<file path="config.mk">
export PLATFORM = sky130hd
export DESIGN_NAME = sata_crc_inserter
export DESIGN_NICKNAME = d
export VERILOG_FILES = /design/src/rtl/sata_crc_inserter_pkg.sv /design/src/rtl/sata_crc32_step.sv /design/src/rtl/sata_crc_inserter.sv
export SDC_FILE = /design/constraint.sdc
export NUM_CORES = 1
export LEC_CHECK = 0
export ABC_AREA = 1
export BUFFER_PORTS_ARGS = -buffer_cell sky130_fd_sc_hd__buf_2
export CORE_MARGIN = 10
export CORE_UTILIZATION = 60
export CTS_BUF_LIST = sky130_fd_sc_hd__clkbuf_4 sky130_fd_sc_hd__clkbuf_8
export CTS_CLUSTER_DIAMETER = 120
export DETAILED_ROUTE_END_ITERATION = 10
export MAX_ROUTING_LAYER = met4
export PLACE_DENSITY = 0.81
export RECOVER_POWER = 50
export SLEW_MARGIN = 10
export SYNTH_ARGS = -nofsm -noshare
export SYNTH_HDL_FRONTEND = slang
export SYNTH_HIERARCHICAL = 1
export SYNTH_SLANG_ARGS = --single-unit
export TNS_END_PERCENT = 100
</file>
<file path="constraint.sdc">
create_clock -name clk -period 5.6 [get_ports clk]
set_clock_uncertainty 0.05 [all_clocks]
set_input_delay 0.56 -clock clk [delete_from_list [all_inputs] [get_ports clk]]
set_output_delay 0.56 -clock clk [all_outputs]
set_load 0.1 [all_outputs]
</file>
<file path="src/rtl/sata_crc_inserter_pkg.sv">
// Shared SATA CRC constants for the transmit-side inserter and receive-side checker.
package sata_crc_inserter_pkg;

  localparam logic [31:0] SATA_CRC_POLYNOMIAL = 32'h04C11DB7;
  localparam logic [31:0] SATA_CRC_INITVALUE  = 32'h52325032;

endpackage

</file>
<file path="src/rtl/sata_crc32_step.sv">
// One-dword CRC-32 advance: MSB first, no reflection, no final XOR.
module sata_crc32_step
  import sata_crc_inserter_pkg::*;
#(
  parameter logic [31:0] POLY = SATA_CRC_POLYNOMIAL
) (
  input  logic [31:0] i_crc,
  input  logic [31:0] i_dat,
  output logic [31:0] o_crc
);

  logic [31:0] c;

  // Folding the dword into the register up front equals 32 serial bit steps.
  always_comb begin
    c = i_crc ^ i_dat;
    for (int b = 0; b < 32; b++) begin
      c = c[31] ? ({c[30:0], 1'b0} ^ POLY) : {c[30:0], 1'b0};
    end
    o_crc = c;
  end

endmodule

</file>
<file path="src/rtl/sata_crc_inserter.sv">
// Passes frame payload through one register stage and appends the frame CRC dword.
module sata_crc_inserter
  import sata_crc_inserter_pkg::*;
#(
  parameter logic [31:0] CRC_INIT = SATA_CRC_INITVALUE
) (
  input  logic        clk,
  input  logic        reset,
  input  logic [31:0] i_dat,
  input  logic        i_val,
  input  logic        i_eop,
  output logic        i_rdy,
  output logic [31:0] o_dat,
  output logic        o_val,
  output logic        o_eop,
  input  logic        o_rdy
);

  typedef enum logic {DATA, CRC} state_t;

  state_t      state, state_nxt;
  logic [31:0] crc, crc_step;
  logic        out_free, take;

  assign out_free = !o_val || o_rdy;
  assign i_rdy    = (state == DATA) && out_free;
  assign take     = i_val && i_rdy;

  sata_crc32_step #(.POLY(SATA_CRC_POLYNOMIAL)) u_step (
    .i_crc(crc),
    .i_dat(i_dat),
    .o_crc(crc_step)
  );

  always_ff @(posedge clk or negedge reset) begin
    if (!reset) state <= DATA;
    else        state <= state_nxt;
  end

  always_comb begin
    state_nxt = state;
    case (state)
      DATA: if (take && i_eop) state_nxt = CRC;
      CRC:  if (out_free)      state_nxt = DATA;
      default:                 state_nxt = DATA;
    endcase
  end

  // CRC beat drains the register and reseeds it, so the next frame starts clean.
  always_ff @(posedge clk or negedge reset) begin
    if (!reset) begin
      crc   <= CRC_INIT;
      o_dat <= '0;
      o_val <= 1'b0;
      o_eop <= 1'b0;
    end else if (out_free) begin
      if (state == CRC) begin
        o_dat <= crc;
        o_val <= 1'b1;
        o_eop <= 1'b1;
        crc   <= CRC_INIT;
      end else if (take) begin
        o_dat <= i_dat;
        o_val <= 1'b1;
        o_eop <= 1'b0;
        crc   <= crc_step;
      end else begin
        o_val <= 1'b0;
      end
    end
  end

endmodule

</file>
# Word level (Yosys, flattened, before mapping)
# Cells that the tools add are included.
# word_totals
reg_bits	67
inputBits	37
output_inout_bits	35
word_cells	89
# op_classes
muxes	43
n_bitwise	34
reduce_logical	7
# op_table
cell	count
27-bit two-way mux	32
14-bit NOT	32
32-bit two-way mux	4
32-bit bitwise XOR	1
1-bit two-way mux	6
1-bit logical AND	3
1-bit one-hot mux with 2 select lines	1
2-bit AND reduction	1
2-bit nonzero test	1
1-bit zero test	1
1-bit logical OR	1
1-bit NOT	1

# Logic depth before layout (Yosys ltp)
# Gate-level depths: netlist of the first run.
# logic_depth
depth_word	67
depth_mapped	30
ltp_nobuf	30

# Cells and area by module
# The synthesis of the first run kept the hierarchy.
# by_module_without_submodules
mod	n_inst	cells_per_inst	area_per_inst_um2	seq_area_each_um2
sata_crc32_step	1	917	4838.4	0.0
sata_crc_inserter	1	462	3321.9	1690.4

# Least setup slack after synthesis of the first run
# OpenSTA, ideal clock, no wires.
# synth_timing
path_kind	reg2out
start	reg o_val
end	out i_rdy
arrival_time_ps	2227
required_ps	4990
path_slack_ps	2763
stages_incl_launch_ff	4
n_path_buf	0
path_cell_list	dfrtp_1 -> inv_1 -> nor2_1 -> nor2_1
# synth_via
elab_chain_cells	3
# synth_rtl
element	line_no	source
from (decl)	sata_crc_inserter.sv:14	output logic o_val,
from (signal assigned)	sata_crc_inserter.sv:54	o_val <= 1'b0;
from (signal assigned)	sata_crc_inserter.sv:59	o_val <= 1'b1;
from (signal assigned)	sata_crc_inserter.sv:64	o_val <= 1'b1;
1-bit zero test	sata_crc_inserter.sv:25	assign out_free = !o_val || o_rdy;
1-bit logical OR	sata_crc_inserter.sv:25	
1-bit logical AND	sata_crc_inserter.sv:26	assign i_rdy = (state == DATA) && out_free;
to (decl)	sata_crc_inserter.sv:12	output logic i_rdy,
# Every way passes these cells.

# Worst setup path in the final report of the first run
# layout_timing
start	reg state
end	reg o_dat[11]
# layout_via
elab_chain_cells	5
elab_cells_between_ends	6
cone_classes	mux: 1; bitwise: 1; reduce/logical: 4
# layout_rtl
element	line_no	source
from (decl)	sata_crc_inserter.sv:21	state_t state, state_nxt;
from (signal assigned)	sata_crc_inserter.sv:37	else state <= state_nxt;
1-bit NOT	-	
1-bit logical AND	sata_crc_inserter.sv:26	
1-bit logical AND	sata_crc_inserter.sv:27	assign take = i_val && i_rdy;
2-bit nonzero test (no line)	-	
2-bit AND reduction (no line)	-	
to (signal assigned)	sata_crc_inserter.sv:58	o_dat <= crc;
to (signal assigned)	sata_crc_inserter.sv:63	o_dat <= i_dat;
to (decl)	sata_crc_inserter.sv:13	output logic [31:0] o_dat,
# Parallel ways exist; a longest one is shown, timed or not.
# A chain may end at the register's enable or synchronous reset.

==> metrics.cfg, run 1 <==
[drt]
ant_nets=0
dr.first_iter.drc_count=991
vias=8908
vias_per_cell=5.51
drt_wl_total_um=26900
avgRoutedWirePerCell_um=16.7
drt-pass1-iter-count=7
drc=0

[outcome]
violations=max-capacitance violations, max-slew violations
status=finished, violations left

[min_path]
hold_class=input port to flop

[sta]
finalCriticalPeriod_ns=4.15
finalMaxSlewViolations=129
fmax_mhz=241
finalHoldViolCount=0
rsz0062_at_grt=false
setup_viol=0
fin_setup_tns_ns=0
worst_slew_pin_slew_ns=3.59
fin_crit_sh=0.742
relSlewSlack=-1.40

[clock_tree]
clkLatencyLatePin_ns=0.36
cts_tree=yes
cts_setup_buffers=0
cts_max_path_buffers=2
cts.clk_slew.worst_paths_ns=0.08
cts.sinks=67
cts_max_level=3
cts_hold_buf=0
cts_made_buffers=9
cts-root-buf=clkbuf_8
cts_resized=0

[worst_setup_path]
rrSetupSlack_ns=1.45
worst-path-max-fanout=62
cp_slowest_cell=dfrtp_1
r2r-start=state
crit_type=flop to flop
cp-end-kind=flop
path_cells=inv_4 -> nand2_2 -> nand2_4 -> nand2_1 -> nand2_1
r2r-end=o_dat[11]
cp-endpoint=o_dat[11]
cp_common_cell=nand2_1
cp_slowest_stage_delay_ns=1.72
cp.arrival_ns=4.35
startpoint=state
reg2reg_depth=5
start_kind=flop
crit_required_ns=5.79

[yosys]
synth_seq_cells=67
avgSynthCellArea_um2=5.92
netlist_area_mm2=0.00816
yosys-top-cells-area=nand2_1 33%, dfrtp_1 17%, nand3_1 10%
syn_nets=1416
synth_area_leader_cell=nand2_1
yosysWarnings=6
synth.distinct_cells=29
ys_seq_area_frac=0.207
yosysTopAreaCellShare=0.333
postSynthCellCount=1379

[floorplanning]
start_util=0.614
ios=72
dieArea_mm2=0.0187
fp.dieH_um=137
fp.dieW_um=137
design.core.area_mm2=0.0133
num_rows=42

[global_route]
grt_start_max_net_pins=68
grt_overflow=0
grt_pass1_wl_um=42000
antenna_found_initial=0
grt_use_total=0.295
grt_pass1_vias=7914

[cells_and_area]
diodes=0
layout-drive-gt1-share=0.142
area_growth_pct=6.65
layout.nets=1472

[run]
drv_cap=2

[placement]
place_congestion=1.04
dpl.hpwl_um=21300
io_buffers=71

==> critical path: cells and delay by family (launching register included) <==
family,cells,cell delay (ns)
buf+inv,1,0.59
flops,1,1.72
simple gates,4,1.63
==> state kept, by name (all words and copies together) (netlist names) <==
signal / cells
o_val: 1
o_eop: 1
crc: 32
state: 1
o_dat: 32
==> cell type report <==
class,count,area (um^2)
inverters,117,449
well taps,176,220
clock inverters,5,31.3
multi-input cells,1168,5830
repair buffers,72,340
flip-flops and latches,67,1690
clock buffers,11,139
fillers,1313,4590
==> cells in the mapped netlist (all sizes together) <==
cell and n:
dfstp 11, xnor2 39, nand2b 1, nand2 813, nor2 25, nand4 4
xor2 94, xnor3 3, inv 117, nand3b 3, dfrtp 56, buf 27
nand3 179, or2 7
==> metrics by stage <==
step	utilization	area, um^2	setup WS [ns]	std cells	hold WS, ns
2_1_floorplan	-	8160	2.76	1379	0.214
3_3_place_gp	0.644	8560	1.84	1600	0.402
3_5_place_dp	0.644	8560	1.80	1600	0.407
4_1_cts	0.656	8730	2.02	1616	0.366
5_1_grt	0.655	8700	1.15	1616	0.429
6_report	0.655	8700	1.45	1616	0.400
==> cell families after synthesis <==
logic type | count (synthesis) | synth area share
simple gates | 1032 | 0.554
buf+inv | 144 | 0.0780
xor+xnor | 136 | 0.161
flops | 67 | 0.207
==> layout by cell type (no fill, tap or decap), types with 11 or more instances in the layout <==
| master | Yosys | final |
|---|---|---|
| nand2_1 | 725 | 725 |
| nand3_1 | 171 | 171 |
| inv_1 | 106 | 106 |
| xor2_1 | 90 | 90 |
| nand2_2 | 71 | 71 |
| dfrtp_1 | 56 | 56 |
| buf_2 | 15 | 56 |
| xnor2_1 | 35 | 35 |
| nor2_1 | 23 | 23 |
| nand2_4 | 16 | 16 |
| clkbuf_1 | 0 | 16 |
| dfstp_2 | 11 | 11 |
==> how the worst min path moves through the flow <==
stage	start	to	slack, ns	depth (start not counted)
6_report	i_eop	state	0.40	3
5_1_grt	i_eop	state	0.43	3
4_1_cts	reset	o_val	0.37	2
3_5_place_dp	o_eop	o_eop	0.41	2
3_3_place_gp	o_eop	o_eop	0.40	2
2_1_floorplan	reset	crc[0]	0.21	0
==> per-layer routing <==
metal / wire length, um / global-route usage / share of wire
met1: 11400 / 0.388 / 0.42
met5: 0 / - / 0
met2: 12500 / 0.465 / 0.47
met4: 569 / 0.0698 / 0.021
met3: 2450 / 0.0473 / 0.091
Power of run 1 is not shown: default switching activity piles up to over one toggle a cycle in this logic, so the estimate is an artifact.
==> inputs of run 2 (changes only) <==
- clock period: 5.6 -> 4.3 ns (I/O delays scaled with it)
==> run 2 against run 1 <==
- the flow still finishes with violations (max-capacitance violations, max-slew violations)
- utilization up 0.41 points
- final cell count about the same
- hold slack worse by 0.13 ns
- count of clock-buffer cells in the layout is 1 lower
- wire length is 0.43% higher
- critical path depth grew 23
- register-to-register slack lost 0.88 ns
- via count fell by 0.59%
- sequential share of layout area shrank 0.11 points
- worst setup slack worse by 0.88 ns
- die area unchanged
- first-iteration DRC count is 2.8% lower
==> metrics.cfg, run 2 (synthesis results as in run 1) <==
[drt]
drt-pass1-iter-count=6  ; -1
ant_nets=0  ; unchanged
drc=0  ; unchanged
avgRoutedWirePerCell_um=16.7  ; +0.37%
dr.first_iter.drc_count=963  ; -2.8%
vias_per_cell=5.48  ; -0.66%
vias=8855  ; -0.59%
drt_wl_total_um=27000  ; +0.43%

[placement]
io_buffers=71  ; unchanged
dpl.hpwl_um=21300  ; +0.12%
dp_cells=1601  ; +0.063%
place_congestion=1.01  ; -3.1%

[cells_and_area]
final_common_cell=nand2_1
multi_input_area_mm2=0.00583  ; unchanged
layout-drive-gt1-share=0.142  ; +0.000596
mostFrequentLayoutCells=725 x nand2_1, 171 x nand3_1, 106 x inv_1, 90 x xor2_1, 71 x nand2_2
final_cells=1617  ; +0.062%
diodes=0  ; unchanged
layout.nets=1473  ; +0.068%
fillers=1308  ; -0.38%
register_area_mm2=0.00169  ; about the same
top_regs=crc (32), o_dat (32)
area_growth_pct=7.33

[worst_setup_path]
cp_common_cell=nand2_1
cp_slowest_cell=dfrtp_1
cp_slowest_stage_delay_ns=0.43  ; -1.29 ns
start_kind=flop
rrSetupSlack_ns=0.57  ; -0.88 ns
crit_required_ns=4.50  ; -1.29 ns
cp.arrival_ns=3.93  ; -0.42 ns
cp-end-kind=flop
worst-path-max-fanout=11  ; -82%
crit_type=flop to flop

[floorplanning]
ios=72  ; unchanged
fp.dieH_um=137  ; unchanged
num_rows=42  ; unchanged
design.core.area_mm2=0.0133  ; unchanged
start_util=0.614  ; unchanged
fp.dieW_um=137  ; unchanged
dieArea_mm2=0.0187  ; unchanged

[global_route]
grt_pass1_wl_um=41800  ; -0.58%
grt_use_total=0.295  ; about the same
grt_start_max_net_pins=63  ; -7.4%
grt_overflow=0  ; unchanged
grt_pass1_vias=7867  ; -0.59%
antenna_found_initial=0  ; unchanged

[clock_tree]
cts_hold_buf=0  ; unchanged
cts_max_level=3  ; unchanged
cts.clk_slew.worst_paths_ns=0.08  ; about the same
cts_max_path_buffers=2  ; unchanged
cts_setup_buffers=0  ; unchanged
cts_tree=yes
cts_made_buffers=9  ; unchanged
cts-root-buf=clkbuf_8
cts_resized=0  ; unchanged
cts.sinks=67  ; unchanged
clkLatencyLatePin_ns=0.37  ; about the same

[run]
drv_cap=3  ; +1

[outcome]
status=finished, violations left
violations=max-capacitance violations, max-slew violations

[sta]
fmax_mhz=268  ; +11%
finalCriticalPeriod_ns=3.73  ; -0.424 ns
worst_slew_pin_slew_ns=2.70  ; -0.891 ns
fin_setup_tns_ns=0  ; unchanged
rsz0062_at_grt=false
relSlewSlack=-0.803  ; +0.594
setup_viol=0  ; unchanged
finalMaxSlewViolations=130  ; +0.78%
fin_crit_sh=0.867  ; +0.126
finalHoldViolCount=0  ; unchanged

[min_path]
hold_class=input port to flop

==> run 2: critical path, delay by kind of cell (launching register included) <==
kind	cells	cell delay, ns
flops	1	0.43
simple gates	23	2.79
buf+inv	5	0.30
==> run 2: path summary, 6_finish.rpt <==
check                        start         to  depth (start not counted)
max in group asynchronous    reset  o_dat[12]                          2
hold reg to reg            crc[17]    crc[17]                          2
setup reg to reg           crc[31]     crc[7]                         28
min in group asynchronous    reset      state                          1
hold / removal               i_eop      state                          3
setup / recovery           crc[31]     crc[7]                         28
==> run 2: cell type report <==
type,count,area share
multi-input combinational,1168,0.666
tap,176,0.0251
sequential,67,0.193
timing repair buffer,73,0.0393
clock buffer,10,0.0150
inverter,117,0.0513
clock inverter,6,0.0101
==> run 2: per-layer routing <==
| metal | global-route usage | part of all wire |
|---|---|---|
| met1 | 0.375 | 0.41 |
| met2 | 0.458 | 0.45 |
| met3 | 0.0674 | 0.10 |
| met4 | 0.0923 | 0.031 |
| met5 | - | 0 |
==> run 2: metrics by stage <==
step | hold WS [ns] | utilization | instance area, um^2 | setup WS (ns)
global placement | 0.401 | 0.644 | 8560 | 0.653
floorplan | 0.0844 | - | 8160 | 1.55
CTS | 0.152 | 0.661 | 8780 | 0.710
global route | 0.276 | 0.659 | 8760 | 0.318
finish | 0.272 | 0.659 | 8760 | 0.570
detailed placement | 0.403 | 0.644 | 8560 | 0.578
Power of run 2 is left out for the same reason.
